$ cat config.mk
export PLATFORM = sky130hd
export DESIGN_NAME = packet_filter_cfg_master
export DESIGN_NICKNAME = d
export VERILOG_FILES = /design/src/rtl/packet_filter_cfg_master.sv
export SDC_FILE = /design/constraint.sdc
export NUM_CORES = 1
export LEC_CHECK = 0
export ABC_AREA = 1
export ABC_CLOCK_PERIOD_IN_PS = 2000
export BUFFER_PORTS_ARGS = -buffer_cell sky130_fd_sc_hd__buf_2
export CAP_MARGIN = 20
export CORE_ASPECT_RATIO = 0.9
export CORE_UTILIZATION = 45
export DETAILED_ROUTE_END_ITERATION = 8
export PLACE_DENSITY = 0.76
export SLEW_MARGIN = 20
export SYNTH_ARGS = -nofsm -noshare
export SYNTH_HDL_FRONTEND = slang
export SYNTH_SLANG_ARGS = --single-unit
export TNS_END_PERCENT = 10
$ cat constraint.sdc
create_clock -name axil_aclk -period 2 [get_ports axil_aclk]
set_input_delay 0.2 -clock axil_aclk [delete_from_list [all_inputs] [get_ports axil_aclk]]
set_output_delay 0.2 -clock axil_aclk [all_outputs]
set_load 0.02 [all_outputs]
$ cat src/rtl/packet_filter_cfg_master.sv
// rtl/packet_filter_cfg_master.sv - AXI-Lite initiator turning cmd/rsp streams into single register transactions
module packet_filter_cfg_master #(
    parameter int ADDR_W  = 32,
    parameter int DATA_W  = 32,
    parameter int TIMEOUT = 1024
) (
    input  logic              axil_aclk,
    input  logic              axil_aresetn,
    input  logic              cmd_valid,
    output logic              cmd_ready,
    input  logic              cmd_write,
    input  logic [ADDR_W-1:0] cmd_addr,
    input  logic [DATA_W-1:0] cmd_wdata,
    output logic              rsp_valid,
    input  logic              rsp_ready,
    output logic [DATA_W-1:0] rsp_rdata,
    output logic [1:0]        rsp_resp,
    output logic              rsp_timeout,
    output logic              busy,
    output logic              m_axil_awvalid,
    output logic [ADDR_W-1:0] m_axil_awaddr,
    input  logic              m_axil_awready,
    output logic              m_axil_wvalid,
    output logic [DATA_W-1:0] m_axil_wdata,
    input  logic              m_axil_wready,
    input  logic              m_axil_bvalid,
    input  logic [1:0]        m_axil_bresp,
    output logic              m_axil_bready,
    output logic              m_axil_arvalid,
    output logic [ADDR_W-1:0] m_axil_araddr,
    input  logic              m_axil_arready,
    input  logic              m_axil_rvalid,
    input  logic [DATA_W-1:0] m_axil_rdata,
    input  logic [1:0]        m_axil_rresp,
    output logic              m_axil_rready
);
    typedef enum logic [2:0] {S_IDLE, S_WR, S_WR_RESP, S_RD, S_RD_DATA, S_RSP, S_DRAIN} state_e;

    localparam int CNT_W = (TIMEOUT > 1) ? $clog2(TIMEOUT) : 1;
    localparam logic [CNT_W-1:0] CNT_LAST = CNT_W'((TIMEOUT > 0) ? TIMEOUT - 1 : 0);

    state_e            state_q, state_d;
    logic              cmd_ready_q, cmd_ready_d, busy_q, busy_d;
    logic              awvalid_q, awvalid_d, wvalid_q, wvalid_d, arvalid_q, arvalid_d;
    logic              bready_q, bready_d, rready_q, rready_d;
    logic [ADDR_W-1:0] addr_q, addr_d;
    logic [DATA_W-1:0] wdata_q, wdata_d;
    logic              rsp_valid_q, rsp_valid_d, rsp_timeout_q, rsp_timeout_d;
    logic [DATA_W-1:0] rsp_rdata_q, rsp_rdata_d;
    logic [1:0]        rsp_resp_q, rsp_resp_d;
    logic [CNT_W-1:0]  cnt_q, cnt_d;
    logic              wr_q, wr_d, late_q, late_d, resp_done_q, resp_done_d;

    logic aw_left, w_left, ar_left, b_hs, r_hs, addr_done, expire, timeout_now;

    always_comb begin
        state_d       = state_q;
        cmd_ready_d   = cmd_ready_q;
        busy_d        = busy_q;
        awvalid_d     = awvalid_q;
        wvalid_d      = wvalid_q;
        arvalid_d     = arvalid_q;
        bready_d      = bready_q;
        rready_d      = rready_q;
        addr_d        = addr_q;
        wdata_d       = wdata_q;
        rsp_valid_d   = rsp_valid_q;
        rsp_timeout_d = rsp_timeout_q;
        rsp_rdata_d   = rsp_rdata_q;
        rsp_resp_d    = rsp_resp_q;
        cnt_d         = cnt_q;
        wr_d          = wr_q;
        late_d        = late_q;
        resp_done_d   = resp_done_q;
        timeout_now   = 1'b0;

        aw_left   = awvalid_q & ~m_axil_awready;
        w_left    = wvalid_q & ~m_axil_wready;
        ar_left   = arvalid_q & ~m_axil_arready;
        b_hs      = m_axil_bvalid & bready_q;
        r_hs      = m_axil_rvalid & rready_q;
        addr_done = wr_q ? !(aw_left || w_left) : !ar_left;
        expire    = (TIMEOUT != 0) && (cnt_q == CNT_LAST);

        // Address/data valids drop on their own handshake in every state, including after a timeout.
        if (!aw_left) awvalid_d = 1'b0;
        if (!w_left)  wvalid_d  = 1'b0;
        if (!ar_left) arvalid_d = 1'b0;

        case (state_q)
            S_IDLE: begin
                if (cmd_valid && cmd_ready_q) begin
                    addr_d      = cmd_addr;
                    wr_d        = cmd_write;
                    cnt_d       = '0;
                    late_d      = 1'b0;
                    resp_done_d = 1'b0;
                    cmd_ready_d = 1'b0;
                    busy_d      = 1'b1;
                    if (cmd_write) begin
                        wdata_d   = cmd_wdata;
                        awvalid_d = 1'b1;
                        wvalid_d  = 1'b1;
                        state_d   = S_WR;
                    end else begin
                        arvalid_d = 1'b1;
                        state_d   = S_RD;
                    end
                end
            end
            S_WR: begin
                cnt_d = cnt_q + CNT_W'(1);
                if (expire) begin
                    timeout_now = 1'b1;
                end else if (!aw_left && !w_left) begin
                    bready_d = 1'b1;
                    state_d  = S_WR_RESP;
                end
            end
            S_WR_RESP: begin
                cnt_d = cnt_q + CNT_W'(1);
                if (b_hs) begin
                    bready_d      = 1'b0;
                    rsp_valid_d   = 1'b1;
                    rsp_resp_d    = m_axil_bresp;
                    rsp_rdata_d   = '0;
                    rsp_timeout_d = 1'b0;
                    state_d       = S_RSP;
                end else if (expire) begin
                    timeout_now = 1'b1;
                end
            end
            S_RD: begin
                cnt_d = cnt_q + CNT_W'(1);
                if (expire) begin
                    timeout_now = 1'b1;
                end else if (!ar_left) begin
                    rready_d = 1'b1;
                    state_d  = S_RD_DATA;
                end
            end
            S_RD_DATA: begin
                cnt_d = cnt_q + CNT_W'(1);
                if (r_hs) begin
                    rready_d      = 1'b0;
                    rsp_valid_d   = 1'b1;
                    rsp_resp_d    = m_axil_rresp;
                    rsp_rdata_d   = m_axil_rdata;
                    rsp_timeout_d = 1'b0;
                    state_d       = S_RSP;
                end else if (expire) begin
                    timeout_now = 1'b1;
                end
            end
            S_RSP: begin
                if (rsp_ready) begin
                    rsp_valid_d = 1'b0;
                    if (late_q) begin
                        state_d = S_DRAIN;
                    end else begin
                        cmd_ready_d = 1'b1;
                        busy_d      = 1'b0;
                        state_d     = S_IDLE;
                    end
                end
            end
            S_DRAIN: begin
                if (!aw_left && !w_left && !ar_left && (resp_done_q || b_hs || r_hs)) begin
                    late_d      = 1'b0;
                    cmd_ready_d = 1'b1;
                    busy_d      = 1'b0;
                    state_d     = S_IDLE;
                end
            end
            default: state_d = S_IDLE;
        endcase

        if (timeout_now) begin
            rsp_valid_d   = 1'b1;
            rsp_resp_d    = 2'b10;
            rsp_rdata_d   = '0;
            rsp_timeout_d = 1'b1;
            late_d        = 1'b1;
            bready_d      = wr_q && addr_done;
            rready_d      = !wr_q && addr_done;
            state_d       = S_RSP;
        end

        // A watchdog-abandoned transaction still owes the slave its B/R handshake; swallow it.
        if (late_q && !resp_done_q) begin
            if (b_hs || r_hs) begin
                resp_done_d = 1'b1;
                bready_d    = 1'b0;
                rready_d    = 1'b0;
            end else if (addr_done) begin
                bready_d = wr_q;
                rready_d = !wr_q;
            end
        end
    end

    always_ff @(posedge axil_aclk or negedge axil_aresetn) begin
        if (!axil_aresetn) begin
            state_q       <= S_IDLE;
            cmd_ready_q   <= 1'b1;
            busy_q        <= 1'b0;
            awvalid_q     <= 1'b0;
            wvalid_q      <= 1'b0;
            arvalid_q     <= 1'b0;
            bready_q      <= 1'b0;
            rready_q      <= 1'b0;
            addr_q        <= '0;
            wdata_q       <= '0;
            rsp_valid_q   <= 1'b0;
            rsp_timeout_q <= 1'b0;
            rsp_rdata_q   <= '0;
            rsp_resp_q    <= 2'b00;
            cnt_q         <= '0;
            wr_q          <= 1'b0;
            late_q        <= 1'b0;
            resp_done_q   <= 1'b0;
        end else begin
            state_q       <= state_d;
            cmd_ready_q   <= cmd_ready_d;
            busy_q        <= busy_d;
            awvalid_q     <= awvalid_d;
            wvalid_q      <= wvalid_d;
            arvalid_q     <= arvalid_d;
            bready_q      <= bready_d;
            rready_q      <= rready_d;
            addr_q        <= addr_d;
            wdata_q       <= wdata_d;
            rsp_valid_q   <= rsp_valid_d;
            rsp_timeout_q <= rsp_timeout_d;
            rsp_rdata_q   <= rsp_rdata_d;
            rsp_resp_q    <= rsp_resp_d;
            cnt_q         <= cnt_d;
            wr_q          <= wr_d;
            late_q        <= late_d;
            resp_done_q   <= resp_done_d;
        end
    end

    assign cmd_ready      = cmd_ready_q;
    assign busy           = busy_q;
    assign rsp_valid      = rsp_valid_q;
    assign rsp_rdata      = rsp_rdata_q;
    assign rsp_resp       = rsp_resp_q;
    assign rsp_timeout    = rsp_timeout_q;
    assign m_axil_awvalid = awvalid_q;
    assign m_axil_awaddr  = addr_q;
    assign m_axil_wvalid  = wvalid_q;
    assign m_axil_wdata   = wdata_q;
    assign m_axil_bready  = bready_q;
    assign m_axil_arvalid = arvalid_q;
    assign m_axil_araddr  = addr_q;
    assign m_axil_rready  = rready_q;

endmodule

## After elaboration in Yosys (flattened, before gate mapping)

Cells that the tools add are included.

- Bits in registers: 123
- Input port bits: 110
- Output and inout port bits: 139

- Multiplexer cells: 81
- Bitwise logic cells: 8
- Reduce and logical (&&, ||, !) cells: 33
- Eq/ne operators: 20
- Add/sub/neg operators: 1

Operators by type and width:

| cell | count |
|---|---|
| two-way mux 32 bit | 3 |
| case mux 32 bit (2 select lines) | 1 |
| two-way mux 1 bit | 50 |
| two-way mux 3 bit | 11 |
| inequality test 3 bit, second input constant | 9 |
| case mux 3 bit (7 select lines) | 1 |
| case mux 10 bit (2 select lines) | 1 |
| case mux 1 bit (3 select lines) | 4 |
| adder 10 x 1 -> 10 bit, second input constant | 1 |
| == test 10 bit, second input constant | 1 |
| two-way mux 10 bit | 1 |
| == test 3 bit, second input constant | 3 |
| AND reduction 3 bit | 3 |
| AND reduction 9 bit | 1 |
| nonzero test 3 bit | 3 |
| two-way mux 2 bit | 4 |
| inequality test 2 bit, second input constant | 4 |
| case mux 1 bit (2 select lines) | 4 |
| logical AND 1 bit | 7 |
| == test 3 x 2 -> 1 bit, second input constant | 2 |
| logical NOT 1 bit | 6 |
| bitwise AND 1 bit | 5 |
| AND reduction 5 bit | 1 |
| logical OR 1 bit | 4 |
| other kinds (10) | 13 |

## Depth between registers and ports, before layout

- Depth after elaboration: 11
- Gate-level depth with buffers: 12
- Gate-level depth less buffers: 12

## Worst setup path before layout

OpenSTA, ideal clock, no wires.

- Path kind: flip-flop to flip-flop
- Start: register cnt_q[0]
- End: register rsp_rdata_q[22], in the netlist rsp_rdata[22]
- Path slack: 0.359 ns
- Setup time: 0.117 ns
- Arrival: 1.525 ns
- Clock period less this slack: 1.641 ns
- Data required time: 1.883 ns
- Stages on the path, launching flop included: 12
- Cell sequence: dfrtp_1 > ha_1 > nand3_1 > inv_1 > nand2_1 > nor2_1 > nand3_4 > o21ai_4 > buf_6 > nand2_1 > o21ai_1 > inv_2

- Word-level cells in the longest chain between the ends: 6

RTL lines:

| item | RTL line | text |
|---|---|---|
| from (decl) | 51 | `logic [CNT_W-1:0] cnt_q, cnt_d;` |
| from (signal assigned) | 237 | `cnt_q <= cnt_d;` |
| == test 10 bit (*) | 83 | `expire = (TIMEOUT != 0) && (cnt_q == CNT_LAST);` |
| two-way mux 1 bit (*) | - |  |
| two-way mux 1 bit, on equally long branches | 144, 122 |  |
| case mux 1 bit (3 select lines) (*) | 90 | `case (state_q)` |
| inequality test 3 bit (no source line) or nonzero test 3 bit (tied branches) | - |  |
| AND reduction 3 bit (no source line) | - |  |
| to (signal assigned) | 235 | `rsp_rdata_q <= rsp_rdata_d;` |
| to (decl) | 49 | `logic [DATA_W-1:0] rsp_rdata_q, rsp_rdata_d;` |

Mark *: on every way between the ends. The rest lies on a longest branch, timed or not.
A chain may end at the register's enable or synchronous reset.

## Final worst setup path

Same ends and word-level chain as after synthesis.

==> flow_metrics.env <==
export IMPL_grt_max_degree=62
export IMPL_hold_path_class="in -> reg"
export IMPL_mostFrequentLayoutCells="buf_2, nand2_1, dfrtp_1, dlygate4sd3_1, inv_1"
export IMPL_setup_ws_ns=0.142
export IMPL_worst_pin_slew_ns=0.638
export IMPL_skew_ns=0.0103
export IMPL_cts_htree_levels=4
export IMPL_overflow=0
export IMPL_period_share_pct=92.9
export IMPL_cp_start_kind="register"
export IMPL_maxSlewViolCount=0
export IMPL_syn_nets=723
export IMPL_synth_edf_count=0
export IMPL_ios=249
export IMPL_power_density_mw_per_mm2=700
export IMPL_die_w_um=121
export IMPL_first_pass_iters=5
export IMPL_drt_vias_per_instance=4.87
export IMPL_syn2layout_area_growth_pct=40.3
export IMPL_ys_seq_area_share_pct=53.6
export IMPL_wire_per_inst_um=15.1
export IMPL_die_height_um=109
export IMPL_antenna_found_initial=0
export IMPL_p_leak_nw=4.90
export IMPL_crit_path_top_delay_cell="dfrtp_1"
export IMPL_hold_violations=0
export IMPL_clk_pin_slew_ns=0.06
export IMPL_path_cells="ha_1 -> nand3_1 -> inv_1 -> nand2_1 -> nor2_1 -> nand3_4 -> buf_4 -> nand3_1 -> nand2_1 -> o21ai_1 -> inv_2"
export IMPL_arrival_ns=2.15
export IMPL_fmax_ghz=0.538
export IMPL_syn_area_per_cell_um2=9.39
export IMPL_synthCells=612
export IMPL_gp_congestion=0.865
export IMPL_slew_headroom_pct=57.5
export IMPL_cts_resized=0
export IMPL_grt_pass1_wl_um=25400
export IMPL_final_common_cell="buf_2"
export IMPL_status="finished clean"
export IMPL_cp_required_ns=2.30
export IMPL_ys_async_sr_fraction_pct=100
export IMPL_fp_dieArea_mm2=0.0132
export IMPL_power_mw=5.64
export IMPL_dp_slack_ns=0.114
export IMPL_drive_gt1_share_pct=36.9
export IMPL_cts_root_buf="clkbuf_16"
export IMPL_postCtsSetupBuffers=0
export IMPL_min_period_ns=1.86
export IMPL_finalSetupTns_ns=0
export IMPL_maxCapViolCount=0
export IMPL_nNetsFinal=1002
export IMPL_cts_tree="done"
export IMPL_initial_core_util_pct=46.8
export IMPL_ys_warnings_count=0
export IMPL_drc_errors=0
export IMPL_ant_nets=0
export IMPL_core_mm2=0.0123
export IMPL_vias=5184
export IMPL_rsz0062_at_grt="no"
export IMPL_critPathMaxFanout=10
export IMPL_wl_um=16100
export IMPL_synth_ff_type="dfrtp_1"
export IMPL_ys_types=37
export IMPL_post_dp_hpwl_um=10600
export IMPL_netlist_area_mm2=0.00575
export IMPL_slowest_delay_ns=0.41
export IMPL_grt_total_usage_pct=25.1
export IMPL_path_class="reg -> reg"
export IMPL_io_buffers=248
export IMPL_drt_initial_drc_count=265
export IMPL_clkLatencyLatePin_ns=0.41
export IMPL_first_global_vias=4999
export IMPL_synth_seq_cells=123
export IMPL_cp_end_kind="register"
export IMPL_finalSetupViolations=0
export IMPL_cts_buffers=17
export IMPL_rows=38
export IMPL_diodes=0
export IMPL_cts_sinks=123
export IMPL_clockBufferDepth=2
export IMPL_vdd_drop_max_mv=0.562
routing by layer:
| layer | global-route usage, % | share of wire, % | vias to the layer above |
|---|---|---|---|
| li1 | - | - | 2494 |
| met1 | 30.2 | 41 | 2446 |
| met4 | 9.44 | 2.4 | 0 |
| met5 | 0 | 0 | - |
| met3 | 8.11 | 8.0 | 24 |
| met2 | 42.1 | 49 | 220 |
synth_stat cells (2+ instances only):
master	number	area share [%]
buf_4	36	4.7
inv_1	36	2.4
o21ai_0	13	1.1
nor2_4	2	0.39
o21ai_1	6	0.52
xor2_1	7	1.1
o211a_1	22	3.8
nand2_4	2	0.39
mux2_2	5	0.98
clkbuf_1	4	0.26
nor2_1	18	1.2
inv_2	11	0.72
nor2_2	3	0.33
o21ai_2	7	1.1
o211ai_1	3	0.39
o21a_1	2	0.26
nor3_1	3	0.26
nand2_2	4	0.44
buf_2	13	1.1
o22ai_1	4	0.44
nand2_1	218	14
nand3_1	29	2.5
buf_6	3	0.59
dfrtp_1	122	53
mux2_1	27	5.3
final timing paths:
check                                   from                 to  slack (ns)  depth (start not counted)
worst max-delay path                cnt_q[0]      rsp_rdata[22]        0.14                         11
worst min-delay path            cmd_addr[30]  m_axil_araddr[30]        0.01                          3
worst max register to register      cnt_q[0]      rsp_rdata[22]        0.14                         11
worst min register to register        late_q             late_q        0.47                          2
max in group asynchronous       axil_aresetn          cmd_ready        1.28                          3
min in group asynchronous       axil_aresetn      rsp_rdata[19]        0.15                          2
where the power goes:
part           internal (mW)  total (mW)  switching (mW)
sequential              2.49        2.49         0.00126
combinational          0.157       0.266           0.109
clock                   1.68        2.89            1.21
total                   4.33        5.64            1.32
flip-flops by register name, summed over array words and instances, names as in the netlist, 2 cells and up:
register       cells
m_axil_araddr     32
m_axil_wdata      32
rsp_rdata         32
cnt_q             10
state_q            3
rsp_resp           2
area by class of cell:
type	instances	area, um^2
fill	956	4200
sequential	123	3080
multi-input combinational	385	2100
timing repair buffer	315	1930
clock buffer	19	453
tap	160	200
inverter	49	189
clock inverter	13	108
critical path: cells and delay by family, from the launching register on:
family                   cells  cell delay, ns
AND/OR/NAND/NOR              6            0.65
flip-flops                   1            0.41
buffers and inverters        3            0.32
adder cells (fa/ha/maj)      1            0.24
AO/OA/AOI/OAI                1            0.12
timing repair:
action	CTS	global route
hold buffers	53	1
endpoints found under the hold margin	174	1
endpoints found under the setup margin	0	10
through the flow:
stage | utilization [%] | hold WS, ns | instances | instance area, um^2
after floorplan | - | -0.0956 | 612 | 5750
after global placement | 56.7 | 0.0248 | 977 | 6950
after detailed placement | 56.7 | 0.0260 | 977 | 6950
after CTS | 65.6 | 0.00122 | 1062 | 8050
after global routing | 65.7 | 0.00622 | 1064 | 8060
final | 65.7 | 0.0133 | 1064 | 8060
logic make-up (layout without fill, tap and decap cells):
family                     count (synthesis)  in the layout  synth area share [%]
buffers and inverters                    105            396                  9.97
AOI/OAI and AO/OA                         59             60                  8.08
muxes                                     32             32                  6.27
and+or+nand+nor                          284            284                  20.7
adders and majority gates                  1              1                 0.218
xor gates and xnor gates                   8              8                  1.22
DFF                                      123            123                  53.6
(Power assumes the default switching activity.)
